$ cat config.mk
export PLATFORM = sky130hd
export DESIGN_NAME = uart_rx_deser_flat
export DESIGN_NICKNAME = d
export VERILOG_FILES = /design/src/rtl/uart_pkg.sv /design/src/rtl/uart_rx_deser_if.sv /design/src/rtl/uart_rx_sync.sv /design/src/rtl/uart_rx_deser.sv /design/src/flat_wrapper.sv
export SDC_FILE = /design/constraint.sdc
export NUM_CORES = 1
export LEC_CHECK = 0
export ABC_CLOCK_PERIOD_IN_PS = 2000
export CORE_MARGIN = 1.5
export CORE_UTILIZATION = 55
export CTS_BUF_LIST = sky130_fd_sc_hd__clkbuf_2 sky130_fd_sc_hd__clkbuf_4 sky130_fd_sc_hd__clkbuf_8
export DETAILED_ROUTE_END_ITERATION = 6
export DONT_BUFFER_PORTS = 1
export PLACE_DENSITY = 0.7
export SKIP_LAST_GASP = 1
export SLEW_MARGIN = 0
export SYNTH_ARGS = -nofsm -noshare
export SYNTH_HDL_FRONTEND = slang
export SYNTH_HIERARCHICAL = 1
export SYNTH_SLANG_ARGS = --single-unit
$ cat constraint.sdc
create_clock -name clk -period 2 [get_ports clk]
set_input_delay 0.4 -clock clk [delete_from_list [all_inputs] [get_ports clk]]
set_output_delay 0.4 -clock clk [all_outputs]
set_load 0.02 [all_outputs]
$ cat src/rtl/uart_pkg.sv
// Shared types and defaults for the UART receive path.
// Optional even-parity support is selected by the UART_RX_PARITY_EN macro.
package uart_pkg;

    localparam int unsigned DATA_BITS_DEF = 8;

    typedef enum logic [2:0] {
        IDLE,
        START,
        DATA,
        PARITY,
        STOP
    } rx_state_e;

endpackage

$ cat src/rtl/uart_rx_deser_if.sv
// Receive-side bus between the serial line, the deserializer and the RX buffer writer.
// The master modport drives the line and observes the results; the slave modport is the deserializer.
interface uart_rx_deser_if #(
    parameter int unsigned DATA_BITS = uart_pkg::DATA_BITS_DEF
);
    logic                 rx;
    logic [DATA_BITS-1:0] rx_data;
    logic                 rx_valid;
    logic                 frame_err;
    logic                 parity_err;
    logic                 busy;

    modport master (
        output rx,
        input  rx_data, rx_valid, frame_err, parity_err, busy
    );

    modport slave (
        input  rx,
        output rx_data, rx_valid, frame_err, parity_err, busy
    );
endinterface

$ cat src/rtl/uart_rx_sync.sv
// Two-flop synchronizer for an asynchronous UART input plus a previous-value flop for edge detect.
// All flops reset to 1 so an idle-high line produces no spurious edge after reset.
module uart_rx_sync (
    input  logic clk,
    input  logic rstn,
    input  logic i_async,
    output logic o_sync,
    output logic o_fall
);
    logic r_meta;
    logic r_sync;
    logic r_prev;

    always_ff @(posedge clk) begin
        if (!rstn) begin
            r_meta <= 1'b1;
            r_sync <= 1'b1;
            r_prev <= 1'b1;
        end else begin
            r_meta <= i_async;
            r_sync <= r_meta;
            r_prev <= r_sync;
        end
    end

    assign o_sync = r_sync;
    assign o_fall = r_prev & ~r_sync;
endmodule

$ cat src/rtl/uart_rx_deser.sv
// UART receive deserializer: frames 8N1 characters LSB first and strobes each good byte.
// Define UART_RX_PARITY_EN to insert an even-parity bit between data and stop.
module uart_rx_deser
    import uart_pkg::*;
#(
    parameter int unsigned CLKS_PER_BIT = 16,
    parameter int unsigned DATA_BITS    = DATA_BITS_DEF
) (
    input logic            clk,
    input logic            rstn,
    uart_rx_deser_if.slave bus
);
    localparam int unsigned CNT_W  = $clog2(CLKS_PER_BIT);
    localparam int unsigned BIDX_W = $clog2(DATA_BITS + 1);
    localparam logic [CNT_W-1:0]  CNT_HALF = CNT_W'(CLKS_PER_BIT / 2 - 1);
    localparam logic [CNT_W-1:0]  CNT_LAST = CNT_W'(CLKS_PER_BIT - 1);
    localparam logic [BIDX_W-1:0] BIDX_LAST = BIDX_W'(DATA_BITS - 1);

    logic w_rx_s;
    logic w_fall;

    rx_state_e             r_state;
    logic [CNT_W-1:0]      r_cnt;
    logic [BIDX_W-1:0]     r_bit_idx;
    logic [DATA_BITS-1:0]  r_shift;
    logic [DATA_BITS-1:0]  r_rx_data;
    logic                  r_rx_valid;
    logic                  r_frame_err;
    logic                  r_busy;
`ifdef UART_RX_PARITY_EN
    logic                  r_parity_err;
    logic                  r_par_bad;
`endif

    uart_rx_sync u_sync (
        .clk     (clk),
        .rstn    (rstn),
        .i_async (bus.rx),
        .o_sync  (w_rx_s),
        .o_fall  (w_fall)
    );

    // Frame FSM: all samples taken mid-bit; IDLE is re-entered at the stop-bit midpoint.
    always_ff @(posedge clk) begin
        if (!rstn) begin
            r_state     <= IDLE;
            r_cnt       <= '0;
            r_bit_idx   <= '0;
            r_shift     <= '0;
            r_rx_data   <= '0;
            r_rx_valid  <= 1'b0;
            r_frame_err <= 1'b0;
            r_busy      <= 1'b0;
`ifdef UART_RX_PARITY_EN
            r_parity_err <= 1'b0;
            r_par_bad    <= 1'b0;
`endif
        end else begin
            r_rx_valid  <= 1'b0;
            r_frame_err <= 1'b0;
`ifdef UART_RX_PARITY_EN
            r_parity_err <= 1'b0;
`endif
            unique case (r_state)
                IDLE: begin
                    if (w_fall) begin
                        r_state <= START;
                        r_cnt   <= '0;
                        r_busy  <= 1'b1;
                    end
                end
                START: begin
                    if (r_cnt == CNT_HALF) begin
                        r_cnt <= '0;
                        if (!w_rx_s) begin
                            r_state <= DATA;
                        end else begin
                            r_state <= IDLE;
                            r_busy  <= 1'b0;
                        end
                    end else begin
                        r_cnt <= r_cnt + CNT_W'(1);
                    end
                end
                DATA: begin
                    if (r_cnt == CNT_LAST) begin
                        r_cnt   <= '0;
                        r_shift <= {w_rx_s, r_shift[DATA_BITS-1:1]};
                        if (r_bit_idx == BIDX_LAST) begin
                            r_bit_idx <= '0;
`ifdef UART_RX_PARITY_EN
                            r_state   <= PARITY;
`else
                            r_state   <= STOP;
`endif
                        end else begin
                            r_bit_idx <= r_bit_idx + BIDX_W'(1);
                        end
                    end else begin
                        r_cnt <= r_cnt + CNT_W'(1);
                    end
                end
`ifdef UART_RX_PARITY_EN
                PARITY: begin
                    if (r_cnt == CNT_LAST) begin
                        r_cnt     <= '0;
                        r_par_bad <= ^{r_shift, w_rx_s};
                        r_state   <= STOP;
                    end else begin
                        r_cnt <= r_cnt + CNT_W'(1);
                    end
                end
`endif
                STOP: begin
                    if (r_cnt == CNT_LAST) begin
                        r_cnt   <= '0;
                        r_state <= IDLE;
                        r_busy  <= 1'b0;
                        if (!w_rx_s) begin
                            r_frame_err <= 1'b1;
`ifdef UART_RX_PARITY_EN
                        end else if (r_par_bad) begin
                            r_parity_err <= 1'b1;
`endif
                        end else begin
                            r_rx_data  <= r_shift;
                            r_rx_valid <= 1'b1;
                        end
                    end else begin
                        r_cnt <= r_cnt + CNT_W'(1);
                    end
                end
                default: begin
                    r_state <= IDLE;
                    r_busy  <= 1'b0;
                end
            endcase
        end
    end

    assign bus.rx_data   = r_rx_data;
    assign bus.rx_valid  = r_rx_valid;
    assign bus.frame_err = r_frame_err;
    assign bus.busy      = r_busy;
`ifdef UART_RX_PARITY_EN
    assign bus.parity_err = r_parity_err;
`else
    assign bus.parity_err = 1'b0;
`endif
endmodule
$ cat src/flat_wrapper.sv
// flat-port wrapper written by rule: the top's interface ports become plain ports
module uart_rx_deser_flat import uart_pkg::*;
#(
    parameter int unsigned CLKS_PER_BIT = 16,
    parameter int unsigned DATA_BITS    = DATA_BITS_DEF
)
  (clk, rstn, bus_rx, bus_rx_data, bus_rx_valid, bus_frame_err, bus_parity_err, bus_busy);
  uart_rx_deser_if #(.DATA_BITS(DATA_BITS)) bus_i ();
  input logic clk;
  input logic rstn;
  input wire logic [$bits(bus_i.rx)-1:0] bus_rx;
  output wire logic [$bits(bus_i.rx_data)-1:0] bus_rx_data;
  output wire logic [$bits(bus_i.rx_valid)-1:0] bus_rx_valid;
  output wire logic [$bits(bus_i.frame_err)-1:0] bus_frame_err;
  output wire logic [$bits(bus_i.parity_err)-1:0] bus_parity_err;
  output wire logic [$bits(bus_i.busy)-1:0] bus_busy;
  assign bus_i.rx = bus_rx;
  assign bus_rx_data = bus_i.rx_data;
  assign bus_rx_valid = bus_i.rx_valid;
  assign bus_frame_err = bus_i.frame_err;
  assign bus_parity_err = bus_i.parity_err;
  assign bus_busy = bus_i.busy;
  uart_rx_deser #(.CLKS_PER_BIT(CLKS_PER_BIT), .DATA_BITS(DATA_BITS)) u_core (.clk(clk), .rstn(rstn), .bus(bus_i));
endmodule
==> impl_metrics.prom, run 1 <==
# TYPE chip_impl_metric gauge
chip_impl_metric{name="ys_seq_area_share",unit="%"} 42.3
chip_impl_info{name="timing.critical_path.slowest_stage_cell",value="dfxtp_1"} 1
chip_impl_metric{name="antenna_left",unit=""} 0
chip_impl_info{name="crit-reg2reg-launch",value="u_core/r_cnt[0]"} 1
chip_impl_info{name="run_status",value="completed"} 1
chip_impl_metric{name="vias_per_cell",unit=""} 5.73
chip_impl_info{name="rsz0062_at_grt",value="false"} 1
chip_impl_metric{name="rows",unit=""} 19
chip_impl_metric{name="setup_viol",unit=""} 0
chip_impl_metric{name="clock_insertion_delay_worst_skew",unit="ns"} 0.32
chip_impl_metric{name="totalNegativeSetupSlack",unit="ns"} 0
chip_impl_metric{name="r2r_cells",unit=""} 5
chip_impl_metric{name="place.detailed.hpwl",unit="µm"} 1870
chip_impl_metric{name="total_global_routing_overflow",unit=""} 0
chip_impl_metric{name="synth_enable_flop_cells",unit=""} 0
chip_impl_metric{name="p_leak",unit="nW"} 0.654
chip_impl_info{name="tritoncts_clock_tree",value="done"} 1
chip_impl_info{name="crit_path_end",value="u_core/bus.rx_data[1]"} 1
chip_impl_metric{name="dieHeight",unit="µm"} 56.3
chip_impl_metric{name="cts_buffers",unit=""} 5
chip_impl_metric{name="place_inst",unit=""} 198
chip_impl_metric{name="floorplan.initialDensity",unit="%"} 57.1
chip_impl_metric{name="final_cells",unit=""} 206
chip_impl_metric{name="cellInternalPower",unit="W"} 0.000996
chip_impl_metric{name="ir_drop",unit="µV"} 561
chip_impl_metric{name="max_stage_delay",unit="ns"} 0.39
chip_impl_metric{name="placement.setup.worst_slack",unit="ns"} 0.352
chip_impl_metric{name="top_level_ports",unit=""} 15
chip_impl_metric{name="via_count",unit=""} 1180
chip_impl_metric{name="yosys_register_bits",unit=""} 33
chip_impl_metric{name="clock_power_share",unit="%"} 43.0
chip_impl_metric{name="path_max_fanout",unit=""} 10
chip_impl_info{name="start_to_end_type_of_the_worst_setup_path",value="flop to flop"} 1
chip_impl_metric{name="ys_warn_count",unit=""} 6
chip_impl_metric{name="detailed_route_wire_length_per_cell",unit="µm"} 13.1
chip_impl_metric{name="slew_violations",unit=""} 0
chip_impl_metric{name="postSynthAreaPerCell",unit="µm²"} 8.87
chip_impl_metric{name="path_depth",unit=""} 5
chip_impl_metric{name="worst-endpoint-arrival",unit="ns"} 1.91
chip_impl_info{name="kind_of_cell_adding_the_most_delay_to_the_critical_path",value="simple AND/OR/NAND/NOR gates"} 1
chip_impl_metric{name="clk_path_buf_depth",unit=""} 2
chip_impl_metric{name="clock-skew-final",unit="ns"} 0.00335
chip_impl_metric{name="synthesis.area",unit="µm²"} 1560
chip_impl_metric{name="layout_min_cycle_time",unit="ns"} 1.67
chip_impl_metric{name="hold_buffers",unit=""} 0
chip_impl_info{name="launch_point_of_the_worst_path",value="u_core/r_cnt[0]"} 1
chip_impl_metric{name="track_usage",unit="%"} 19.5
chip_impl_metric{name="core",unit="µm²"} 2730
chip_impl_metric{name="synthesis.nets",unit=""} 181
chip_impl_metric{name="pwr-share-comb",unit="%"} 3.2
chip_impl_metric{name="power_density",unit="nW/µm²"} 755
chip_impl_metric{name="cts_repair_resize_count",unit=""} 0
chip_impl_info{name="kind_of_end_point_of_the_critical_path",value="flop"} 1
chip_impl_metric{name="async_reset_ff_share",unit="%"} 0
chip_impl_metric{name="layout.nets",unit=""} 179
chip_impl_metric{name="die-width",unit="µm"} 56.3
chip_impl_metric{name="maxCapViolCount",unit=""} 0
chip_impl_metric{name="synthesis_to_layout_area_growth",unit="%"} 5.13
chip_impl_info{name="yosys_most_used_dff",value="dfxtp_1"} 1
chip_impl_metric{name="antennaDiodeCount",unit=""} 0
chip_impl_info{name="timing.critical_path.from_type",value="flop"} 1
chip_impl_metric{name="drtPass1Iterations",unit=""} 4
chip_impl_info{name="cts_root_buffer",value="clkbuf_4"} 1
chip_impl_metric{name="number_of_global_route_vias_before_repair",unit=""} 1160
chip_impl_metric{name="synth_cell_type_count",unit=""} 41
chip_impl_metric{name="synthesis.instances",unit=""} 176
chip_impl_metric{name="port-buffer-count",unit=""} 0
chip_impl_metric{name="netSwitchingPower",unit="W"} 0.000244
chip_impl_metric{name="cts_sinks",unit=""} 33
chip_impl_metric{name="antenna_found_initial",unit=""} 0
chip_impl_metric{name="detail_route.drc_violations",unit=""} 0
chip_impl_metric{name="wl",unit="µm"} 2710
chip_impl_info{name="mostFrequentLayoutCells",value="dfxtp_1, nand2_1, a21boi_0, nand3_1, nor2_1"} 1
chip_impl_info{name="most_common_library_cell_in_the_layout_ignoring_fill_and_taps",value="dfxtp_1"} 1
chip_impl_metric{name="first_iter_violations",unit=""} 49
chip_impl_info{name="path_cells",value="ha_1, and3_1, and2_1, nand3_1, a21boi_0"} 1
chip_impl_info{name="hold_path_class",value="input pin to flop"} 1
chip_impl_metric{name="reg2reg_slack",unit="ns"} 0.33
chip_impl_metric{name="fin_total_pwr",unit="W"} 0.00124
chip_impl_metric{name="seq_power_share",unit="%"} 53.8
chip_impl_metric{name="hold_viol_final",unit=""} 0
chip_impl_metric{name="fp.dieArea",unit="µm²"} 3170
chip_impl_info{name="r2r_end",value="u_core/bus.rx_data[1]"} 1
chip_impl_metric{name="worstPathRequired",unit="ns"} 2.24
chip_impl_metric{name="cts_setup_buffers",unit=""} 0
chip_impl_metric{name="gpl.final_weighted_congestion",unit=""} 0.783
chip_impl_metric{name="sw_frac_of_total",unit="%"} 19.7
chip_impl_metric{name="final.setup.worst_slack",unit="ns"} 0.334
chip_impl_metric{name="grt_pass1_wl",unit="µm"} 4930
chip_impl_metric{name="h_tree_depth",unit=""} 2
chip_impl_metric{name="achievable-frequency",unit="GHz"} 0.600
chip_impl_metric{name="clk_pin_slew",unit="ns"} 0.10
chip_impl_metric{name="finalCritPeriodShare",unit="%"} 83.3
chip_impl_metric{name="critPathBufInv",unit=""} 0
chip_impl_metric{name="grt_start_max_net_pins",unit=""} 33
chip_impl_metric{name="placement_cell_area",unit="µm²"} 1550
chip_impl_metric{name="finalInstanceArea",unit="µm²"} 1640
chip_impl_metric{name="final_layout_size_suffix_gt1_share",unit="%"} 11.4
-- sequential cells by signal, indices dropped and copies added (netlist names) --
| name | cells |
|---|---|
| u_core/r_state | 3 |
| u_core/bus.rx_valid | 1 |
| u_core/r_bit_idx | 4 |
| u_core/r_shift | 8 |
| u_core/u_sync/r_meta | 1 |
| u_core/u_sync/r_prev | 1 |
| u_core/u_sync/o_sync | 1 |
| u_core/r_cnt | 4 |
| u_core/bus.busy | 1 |
| u_core/bus.frame_err | 1 |
| u_core/bus.rx_data | 8 |
-- worst min-delay path by stage --
stage / endpoint / start / slack [ns] / depth (start not counted)
floorplan: u_core/u_sync/o_sync / u_core/u_sync/r_meta / 0.39 / 1
global placement: u_core/u_sync/o_sync / u_core/u_sync/r_meta / 0.39 / 1
detailed placement: u_core/u_sync/o_sync / u_core/u_sync/r_meta / 0.41 / 1
CTS: u_core/u_sync/r_meta / rstn / 0.14 / 1
global route: u_core/u_sync/r_meta / rstn / 0.13 / 1
finish: u_core/u_sync/r_meta / rstn / 0.15 / 1
-- synth_stat cells (3+ instances only) --
cell       n  area, µm²
and3_1     3       18.8
nand3_1   13       65.1
a21oi_1    4       20.0
dfxtp_1   33        661
nor2_1     8       30.0
buf_6      3       33.8
a21boi_1   7       52.6
o211ai_1   3       22.5
a21boi_0  13       97.6
and2_1     4       25.0
clkbuf_1   7       26.3
nand2b_1   6       37.5
nand2_1   31        116
-- cells by family (layout without fill, tap and decap cells) --
kind of cell / Yosys count / count (layout) / share of synthesized area [%]
xor+xnor: 4 / 4 / 2.24
fa+ha+maj: 2 / 2 / 1.60
compound gates: 38 / 38 / 17.9
simple gates: 82 / 82 / 29.6
other cells: 1 / 1 / 0.240
flops: 33 / 33 / 42.3
mux: 1 / 1 / 0.721
buf+inv: 15 / 14 / 5.45
-- metal layers --
metal  GRT usage (%)  vias to the layer above  share of wire [%]
met3            4.84                        4                4.3
met4            6.46                        0               0.92
met5               0                        -                  0
li1                -                      597                  -
met2            32.8                       24                 49
met1            24.4                      555                 46
-- worst register-to-register path, cell delays in order, from the launching register on --
cell      delay (ns)
dfxtp_1         0.39
ha_1            0.29
and3_1          0.25
and2_1          0.35
nand3_1         0.13
a21boi_0        0.19
-- final cells by class --
| cell class | instances | area, µm² |
|---|---|---|
| inverters | 2 | 7.51 |
| clock buffers | 7 | 58.8 |
| multi-input cells | 128 | 816 |
| clock inverters | 1 | 30.0 |
| well taps | 31 | 38.8 |
| repair buffers | 4 | 30.0 |
| flip-flops and latches | 33 | 661 |
| fillers | 235 | 1090 |
-- power by group through the flow --
stage | sequential (W) | combinational [W] | clock (W)
2_1_floorplan | 0.000682 | 0.0000414 | 0
3_3_place_gp | 0.000682 | 0.0000393 | 0
3_5_place_dp | 0.000683 | 0.0000393 | 0
4_1_cts | 0.000667 | 0.0000396 | 0.000538
5_1_grt | 0.000668 | 0.0000437 | 0.000565
6_report | 0.000667 | 0.0000398 | 0.000532
-- through the flow --
step                      util (%)  hold WS (ns)
after floorplan                  -         0.386
after global placement        56.8         0.395
after detailed placement      56.8         0.408
after CTS                     60.0         0.140
after global routing          60.0         0.135
final                         60.0         0.145
No activity file was read; power rests on OpenSTA's default activity.
==> inputs of run 2 (changes only) <==
Settings changed: ABC_CLOCK_PERIOD_IN_PS 2000 to 1700.
Clock period 2 ns to 1.7 ns, I/O delays scaled along.
==> impl_metrics.prom, run 2 (synthesis results as in run 1) <==
# TYPE chip_impl_metric gauge
chip_impl_info{name="run_status",value="completed"} 1
chip_impl_metric{name="floorplan.initialDensity",unit="%"} 57.1
chip_impl_metric{name="total_global_routing_overflow",unit=""} 0
chip_impl_metric{name="layout_min_cycle_time",unit="ns"} 1.57
chip_impl_metric{name="drtPass1Iterations",unit=""} 4
chip_impl_metric{name="final_layout_size_suffix_gt1_share",unit="%"} 14.7
chip_impl_metric{name="max_stage_delay",unit="ns"} 0.40
chip_impl_info{name="start_to_end_type_of_the_worst_setup_path",value="flop to flop"} 1
chip_impl_metric{name="gpl.final_weighted_congestion",unit=""} 0.804
chip_impl_metric{name="antennaDiodeCount",unit=""} 0
chip_impl_metric{name="p_leak",unit="nW"} 0.658
chip_impl_info{name="rsz0062_at_grt",value="false"} 1
chip_impl_metric{name="worstPathRequired",unit="ns"} 1.94
chip_impl_metric{name="detail_route.drc_violations",unit=""} 0
chip_impl_metric{name="wl_met1",unit="µm"} 1290
chip_impl_metric{name="netSwitchingPower",unit="W"} 0.000298
chip_impl_metric{name="grt_pass1_wl",unit="µm"} 5110
chip_impl_metric{name="vias_per_cell",unit=""} 5.78
chip_impl_metric{name="rows",unit=""} 19
chip_impl_info{name="most_common_library_cell_in_the_layout_ignoring_fill_and_taps",value="dfxtp_1"} 1
chip_impl_metric{name="detailed_route_wire_length_per_cell",unit="µm"} 14.2
chip_impl_metric{name="seq_power_share",unit="%"} 58.4
chip_impl_info{name="timing.critical_path.from_type",value="flop"} 1
chip_impl_metric{name="hold_depth",unit=""} 1
chip_impl_info{name="kind_of_end_point_of_the_critical_path",value="flop"} 1
chip_impl_metric{name="grt_start_max_net_pins",unit=""} 33
chip_impl_info{name="path_cells",value="ha_2, nand3_4, nor3_1, o22ai_1, and3b_1"} 1
chip_impl_metric{name="core",unit="µm²"} 2730
chip_impl_metric{name="finish.utilization",unit="%"} 60.4
chip_impl_metric{name="slew_violations",unit=""} 0
chip_impl_info{name="routed.top_layer",value="met4"} 1
chip_impl_metric{name="achievable-frequency",unit="GHz"} 0.639
chip_impl_metric{name="clk_path_buf_depth",unit=""} 2
chip_impl_metric{name="synthesis_to_layout_area_growth",unit="%"} 5.77
chip_impl_metric{name="pwr-share-comb",unit="%"} 3.7
chip_impl_metric{name="fillers",unit=""} 255
chip_impl_metric{name="clock_power_share",unit="%"} 37.9
chip_impl_metric{name="port-buffer-count",unit=""} 0
chip_impl_metric{name="hold_viol_final",unit=""} 0
chip_impl_metric{name="maxCapViolCount",unit=""} 0
chip_impl_info{name="crit-reg2reg-launch",value="u_core/r_cnt[0]"} 1
chip_impl_metric{name="multi_input_area",unit="µm²"} 830
chip_impl_metric{name="path_max_fanout",unit=""} 6
chip_impl_metric{name="clock_insertion_delay_worst_skew",unit="ns"} 0.33
chip_impl_metric{name="cts_sinks",unit=""} 33
chip_impl_info{name="cts_root_buffer",value="clkbuf_4"} 1
chip_impl_metric{name="totalNegativeSetupSlack",unit="ns"} 0
chip_impl_metric{name="cellInternalPower",unit="W"} 0.00105
chip_impl_metric{name="met2_wirelength",unit="µm"} 1500
chip_impl_info{name="r2r_end",value="u_core/r_state[1]"} 1
chip_impl_metric{name="antenna_found_initial",unit=""} 0
chip_impl_metric{name="placement_cell_area",unit="µm²"} 1570
chip_impl_metric{name="setup_viol",unit=""} 0
chip_impl_info{name="tritoncts_clock_tree",value="done"} 1
chip_impl_metric{name="finalCritPeriodShare",unit="%"} 92.1
chip_impl_metric{name="sw_frac_of_total",unit="%"} 22.2
chip_impl_metric{name="layout.nets",unit=""} 181
chip_impl_metric{name="cts_setup_buffers",unit=""} 0
chip_impl_metric{name="wl",unit="µm"} 2950
chip_impl_metric{name="clock-skew-final",unit="ns"} 0.0105
chip_impl_metric{name="worst-endpoint-arrival",unit="ns"} 1.81
chip_impl_metric{name="antenna_left",unit=""} 0
chip_impl_info{name="worst_hold_path.endpoint",value="u_core/u_sync/r_meta"} 1
chip_impl_info{name="hold_path_class",value="input pin to flop"} 1
chip_impl_info{name="hold_path_startpoint",value="rstn"} 1
chip_impl_metric{name="ir_drop",unit="µV"} 659
chip_impl_metric{name="track_usage",unit="%"} 20.7
chip_impl_metric{name="reg2reg_slack",unit="ns"} 0.13
chip_impl_metric{name="place.detailed.hpwl",unit="µm"} 2020
chip_impl_metric{name="met3_wirelength",unit="µm"} 123
chip_impl_metric{name="fp.dieArea",unit="µm²"} 3170
chip_impl_info{name="mostFrequentLayoutCells",value="dfxtp_1, nand2_1, a21boi_0"} 1
chip_impl_metric{name="power_density",unit="nW/µm²"} 814
chip_impl_metric{name="clk_pin_slew",unit="ns"} 0.11
chip_impl_metric{name="first_iter_violations",unit=""} 26
chip_impl_metric{name="r2r_cells",unit=""} 5
chip_impl_metric{name="dieHeight",unit="µm"} 56.3
chip_impl_metric{name="top_level_ports",unit=""} 15
chip_impl_metric{name="seqCellArea",unit="µm²"} 661
chip_impl_info{name="timing.critical_path.slowest_stage_cell",value="dfxtp_1"} 1
chip_impl_metric{name="h_tree_depth",unit=""} 2
chip_impl_metric{name="cts_buffers",unit=""} 5
chip_impl_metric{name="die-width",unit="µm"} 56.3
chip_impl_metric{name="number_of_global_route_vias_before_repair",unit=""} 1203
chip_impl_metric{name="finalInstanceArea",unit="µm²"} 1650
chip_impl_metric{name="via_count",unit=""} 1202
-- run 2: power by group through the flow --
stage / clock [W] / combinational (W) / sequential (W)
6_report: 0.000509 / 0.0000497 / 0.000785
5_1_grt: 0.000544 / 0.0000546 / 0.000786
4_1_cts: 0.000520 / 0.0000487 / 0.000785
3_5_place_dp: 0 / 0.0000486 / 0.000803
3_3_place_gp: 0 / 0.0000474 / 0.000803
2_1_floorplan: 0 / 0.0000487 / 0.000803
-- run 2: metrics by stage --
step / setup slack [ns] / total power (W) / hold slack, ns / instances
after floorplan: 0.239 / 0.000851 / 0.386 / 176
after global placement: 0.152 / 0.000850 / 0.395 / 200
after detailed placement: 0.0298 / 0.000852 / 0.400 / 200
after CTS: 0.000419 / 0.00135 / 0.0664 / 208
after global routing: 0.0172 / 0.00139 / 0.0692 / 208
final: 0.135 / 0.00134 / 0.0746 / 208
-- run 2: final cells by class --
type / instances / area share [%]
Multi-Input combinational cell: 128 / 50.2
Sequential cell: 33 / 40.0
Clock buffer: 7 / 3.94
Timing Repair Buffer: 6 / 2.73
Tap cell: 31 / 2.35
Inverter: 2 / 0.455
Clock inverter: 1 / 0.303
-- run 2: per-layer routing --
layer | global-route usage [%] | up-vias
li1 | - | 599
met5 | 0 | -
met4 | 9.18 | 0
met3 | 6.22 | 5
met1 | 24.6 | 573
met2 | 34.5 | 25
-- run 2: what timing repair did --
item,CTS,global route
endpoints found under the setup margin,0,8
hold buffers,0,0
gates resized for setup,0,4
-- run 2: how the worst max path moves through the flow --
stage,startpoint,to,depth (start not counted)
after floorplan,u_core/r_state[0],u_core/r_bit_idx[0],5
after global placement,u_core/r_cnt[0],u_core/bus.rx_data[7],5
after detailed placement,u_core/r_cnt[0],u_core/bus.rx_data[3],5
after CTS,u_core/r_cnt[0],u_core/bus.rx_data[3],5
after global routing,u_core/r_cnt[0],u_core/bus.rx_data[3],5
final,u_core/r_cnt[0],u_core/r_state[1],5
-- run 2: critical path, delay by kind of cell (launching register included) --
family                   cells  cell delay (ns)
flip-flops                   1             0.40
adder cells (fa/ha/maj)      1             0.25
AO/OA/AOI/OAI                1             0.12
AND/OR/NAND/NOR              3             0.71
==> inputs of run 3 (changes only) <==
Settings changed: REMOVE_ABC_BUFFERS set to 1, TNS_END_PERCENT set to 5.
==> impl_metrics.prom, run 3 (synthesis results as in run 1) <==
# TYPE chip_impl_metric gauge
chip_impl_info{name="kind_of_cell_adding_the_most_delay_to_the_critical_path",value="simple AND/OR/NAND/NOR gates"} 1
chip_impl_info{name="kind_of_end_point_of_the_critical_path",value="flop"} 1
chip_impl_metric{name="drtPass1Iterations",unit=""} 4
chip_impl_info{name="hold_path_startpoint",value="rstn"} 1
chip_impl_metric{name="cts_sinks",unit=""} 33
chip_impl_metric{name="hold_depth",unit=""} 1
chip_impl_metric{name="clock-skew-final",unit="ns"} 0.00244
chip_impl_info{name="run_status",value="completed"} 1
chip_impl_metric{name="final.setup.worst_slack",unit="ns"} 0.172
chip_impl_metric{name="place.detailed.hpwl",unit="µm"} 1930
chip_impl_metric{name="sw_frac_of_total",unit="%"} 19.4
chip_impl_metric{name="r2r_cells",unit=""} 5
chip_impl_metric{name="cts_repair_resize_count",unit=""} 0
chip_impl_metric{name="antennaDiodeCount",unit=""} 0
chip_impl_metric{name="achievable-frequency",unit="GHz"} 0.654
chip_impl_info{name="start_to_end_type_of_the_worst_setup_path",value="flop to flop"} 1
chip_impl_metric{name="pwr-share-comb",unit="%"} 3.3
chip_impl_metric{name="worstPathRequired",unit="ns"} 1.93
chip_impl_metric{name="maxCapViolCount",unit=""} 0
chip_impl_metric{name="cts_setup_buffers",unit=""} 0
chip_impl_metric{name="met3_wirelength",unit="µm"} 72
chip_impl_metric{name="clk_pin_slew",unit="ns"} 0.10
chip_impl_metric{name="detailed_route_wire_length_per_cell",unit="µm"} 13.3
chip_impl_metric{name="h_tree_depth",unit=""} 2
chip_impl_metric{name="setup_viol",unit=""} 0
chip_impl_metric{name="slew_violations",unit=""} 0
chip_impl_metric{name="final_layout_size_suffix_gt1_share",unit="%"} 14.1
chip_impl_metric{name="placement.setup.worst_slack",unit="ns"} 0.0991
chip_impl_metric{name="ir_drop",unit="µV"} 619
chip_impl_metric{name="clk_path_buf_depth",unit=""} 2
chip_impl_metric{name="p_leak",unit="nW"} 0.660
chip_impl_metric{name="path_max_fanout",unit=""} 6
chip_impl_metric{name="cellInternalPower",unit="W"} 0.00117
chip_impl_metric{name="die-width",unit="µm"} 56.3
chip_impl_info{name="path_cells",value="ha_2, nand3_4, nor3_1, o22ai_1, and3b_1"} 1
chip_impl_metric{name="max_stage_delay",unit="ns"} 0.39
chip_impl_metric{name="totalNegativeSetupSlack",unit="ns"} 0
chip_impl_metric{name="met2_wirelength",unit="µm"} 1310
chip_impl_metric{name="finalCritPeriodShare",unit="%"} 89.9
chip_impl_metric{name="core",unit="µm²"} 2730
chip_impl_metric{name="port-buffer-count",unit=""} 0
chip_impl_info{name="routed.top_layer",value="met4"} 1
chip_impl_metric{name="grt_start_max_net_pins",unit=""} 33
chip_impl_info{name="rsz0062_at_grt",value="false"} 1
chip_impl_info{name="r2r_end",value="u_core/r_state[1]"} 1
chip_impl_metric{name="layout.nets",unit=""} 181
chip_impl_metric{name="hold_buffers",unit=""} 0
chip_impl_info{name="worst_hold_path.endpoint",value="u_core/u_sync/r_meta"} 1
chip_impl_metric{name="layout_min_cycle_time",unit="ns"} 1.53
chip_impl_metric{name="synthesis_to_layout_area_growth",unit="%"} 6.65
chip_impl_metric{name="worst-endpoint-arrival",unit="ns"} 1.76
chip_impl_metric{name="critPathBufInv",unit=""} 0
chip_impl_metric{name="wl",unit="µm"} 2760
chip_impl_metric{name="clock_power_share",unit="%"} 42.8
chip_impl_info{name="most_common_library_cell_in_the_layout_ignoring_fill_and_taps",value="dfxtp_1"} 1
chip_impl_metric{name="track_usage",unit="%"} 20.5
chip_impl_info{name="tritoncts_clock_tree",value="done"} 1
chip_impl_metric{name="detail_route.drc_violations",unit=""} 0
chip_impl_info{name="timing.critical_path.slowest_stage_cell",value="dfxtp_1"} 1
chip_impl_metric{name="cts_buffers",unit=""} 5
chip_impl_metric{name="total_global_routing_overflow",unit=""} 0
chip_impl_metric{name="hold_viol_final",unit=""} 0
chip_impl_info{name="mostFrequentLayoutCells",value="dfxtp_1, nand2_1, a21boi_0"} 1
chip_impl_metric{name="power_density",unit="nW/µm²"} 873
chip_impl_metric{name="grt_pass1_wl",unit="µm"} 5080
chip_impl_metric{name="fp.dieArea",unit="µm²"} 3170
chip_impl_metric{name="top_level_ports",unit=""} 15
chip_impl_metric{name="gpl.final_weighted_congestion",unit=""} 0.750
chip_impl_metric{name="via_count",unit=""} 1172
chip_impl_info{name="hold_path_class",value="input pin to flop"} 1
chip_impl_info{name="cts_root_buffer",value="clkbuf_4"} 1
chip_impl_metric{name="dieHeight",unit="µm"} 56.3
chip_impl_metric{name="first_iter_violations",unit=""} 29
chip_impl_metric{name="finish.utilization",unit="%"} 60.9
chip_impl_metric{name="reg2reg_slack",unit="ns"} 0.17
chip_impl_metric{name="floorplan.initialDensity",unit="%"} 57.1
chip_impl_metric{name="vias_per_cell",unit=""} 5.63
chip_impl_metric{name="clock_insertion_delay_worst_skew",unit="ns"} 0.32
chip_impl_metric{name="seq_power_share",unit="%"} 54.0
chip_impl_metric{name="netSwitchingPower",unit="W"} 0.000283
chip_impl_metric{name="fillers",unit=""} 254
chip_impl_info{name="crit-reg2reg-launch",value="u_core/r_cnt[0]"} 1
chip_impl_metric{name="number_of_global_route_vias_before_repair",unit=""} 1191
chip_impl_info{name="timing.critical_path.from_type",value="flop"} 1
chip_impl_metric{name="rows",unit=""} 19
chip_impl_metric{name="antenna_left",unit=""} 0
chip_impl_metric{name="wl_met1",unit="µm"} 1320
chip_impl_metric{name="antenna_found_initial",unit=""} 0
[run 3: cell count changes in the layout (fill, tap and decap cells not counted)]
| cell | delta |
|---|---|
| nor3b_2 | -1 |
| bufinv_16 | +1 |
| clkbuf_4 | +1 |
| clkinv_2 | -1 |
| nor3b_1 | +1 |
| clkbuf_8 | -1 |
[run 3: area by class of cell]
class	instances	area [µm²]	share of cell area [%]
Sequential cell	33	661	39.7
Multi-Input combinational cell	128	825	49.5
Tap cell	31	38.8	2.33
Timing Repair Buffer	6	45.0	2.70
Inverter	2	7.51	0.451
Clock inverter	1	30.0	1.80
Clock buffer	7	58.8	3.53
[run 3: stage by stage]
stage	instances	instance area [µm²]	hold WS, ns	power (W)
floorplan	163	1480	0.386	0.000839
global placement	200	1570	0.403	0.000848
detailed placement	200	1570	0.403	0.000850
CTS	208	1660	0.0666	0.00147
global route	208	1670	0.0587	0.00151
finish	208	1670	0.0805	0.00145
[run 3: worst reg2reg max path, stage by stage, from the launching register on]
cell     delay (ns)
dfxtp_1        0.39
ha_2           0.26
nand3_4        0.18
nor3_1         0.30
o22ai_1        0.13
and3b_1        0.17
[run 3: worst max-delay path by stage]
stage,start,cells after the start,slack [ns],end
6_report,u_core/r_cnt[0],5,0.17,u_core/r_state[1]
5_1_grt,u_core/r_cnt[0],5,0.03,u_core/bus.rx_data[3]
4_1_cts,u_core/r_cnt[0],5,0.07,u_core/bus.rx_data[2]
3_5_place_dp,u_core/r_cnt[0],5,0.1,u_core/bus.rx_data[2]
3_3_place_gp,u_core/r_cnt[0],5,0.21,u_core/bus.rx_data[6]
2_1_floorplan,u_core/r_state[1],4,0.04,u_core/r_bit_idx[1]
[run 3: metal layers]
| layer | global-route usage [%] | vias to the layer above |
|---|---|---|
| met1 | 25.3 | 545 |
| met4 | 11.2 | 0 |
| met3 | 5.53 | 6 |
| met2 | 32.4 | 20 |
| met5 | 0 | - |
| li1 | - | 601 |
[run 3: power by group through the flow]
| stage | clock, W | combinational [W] | sequential, W |
|---|---|---|---|
| 4_1_cts | 0.000638 | 0.0000476 | 0.000785 |
| 3_5_place_dp | 0 | 0.0000469 | 0.000803 |
| 5_1_grt | 0.000671 | 0.0000531 | 0.000787 |
| 2_1_floorplan | 0 | 0.0000320 | 0.000807 |
| 3_3_place_gp | 0 | 0.0000458 | 0.000803 |
| 6_report | 0.000622 | 0.0000477 | 0.000785 |
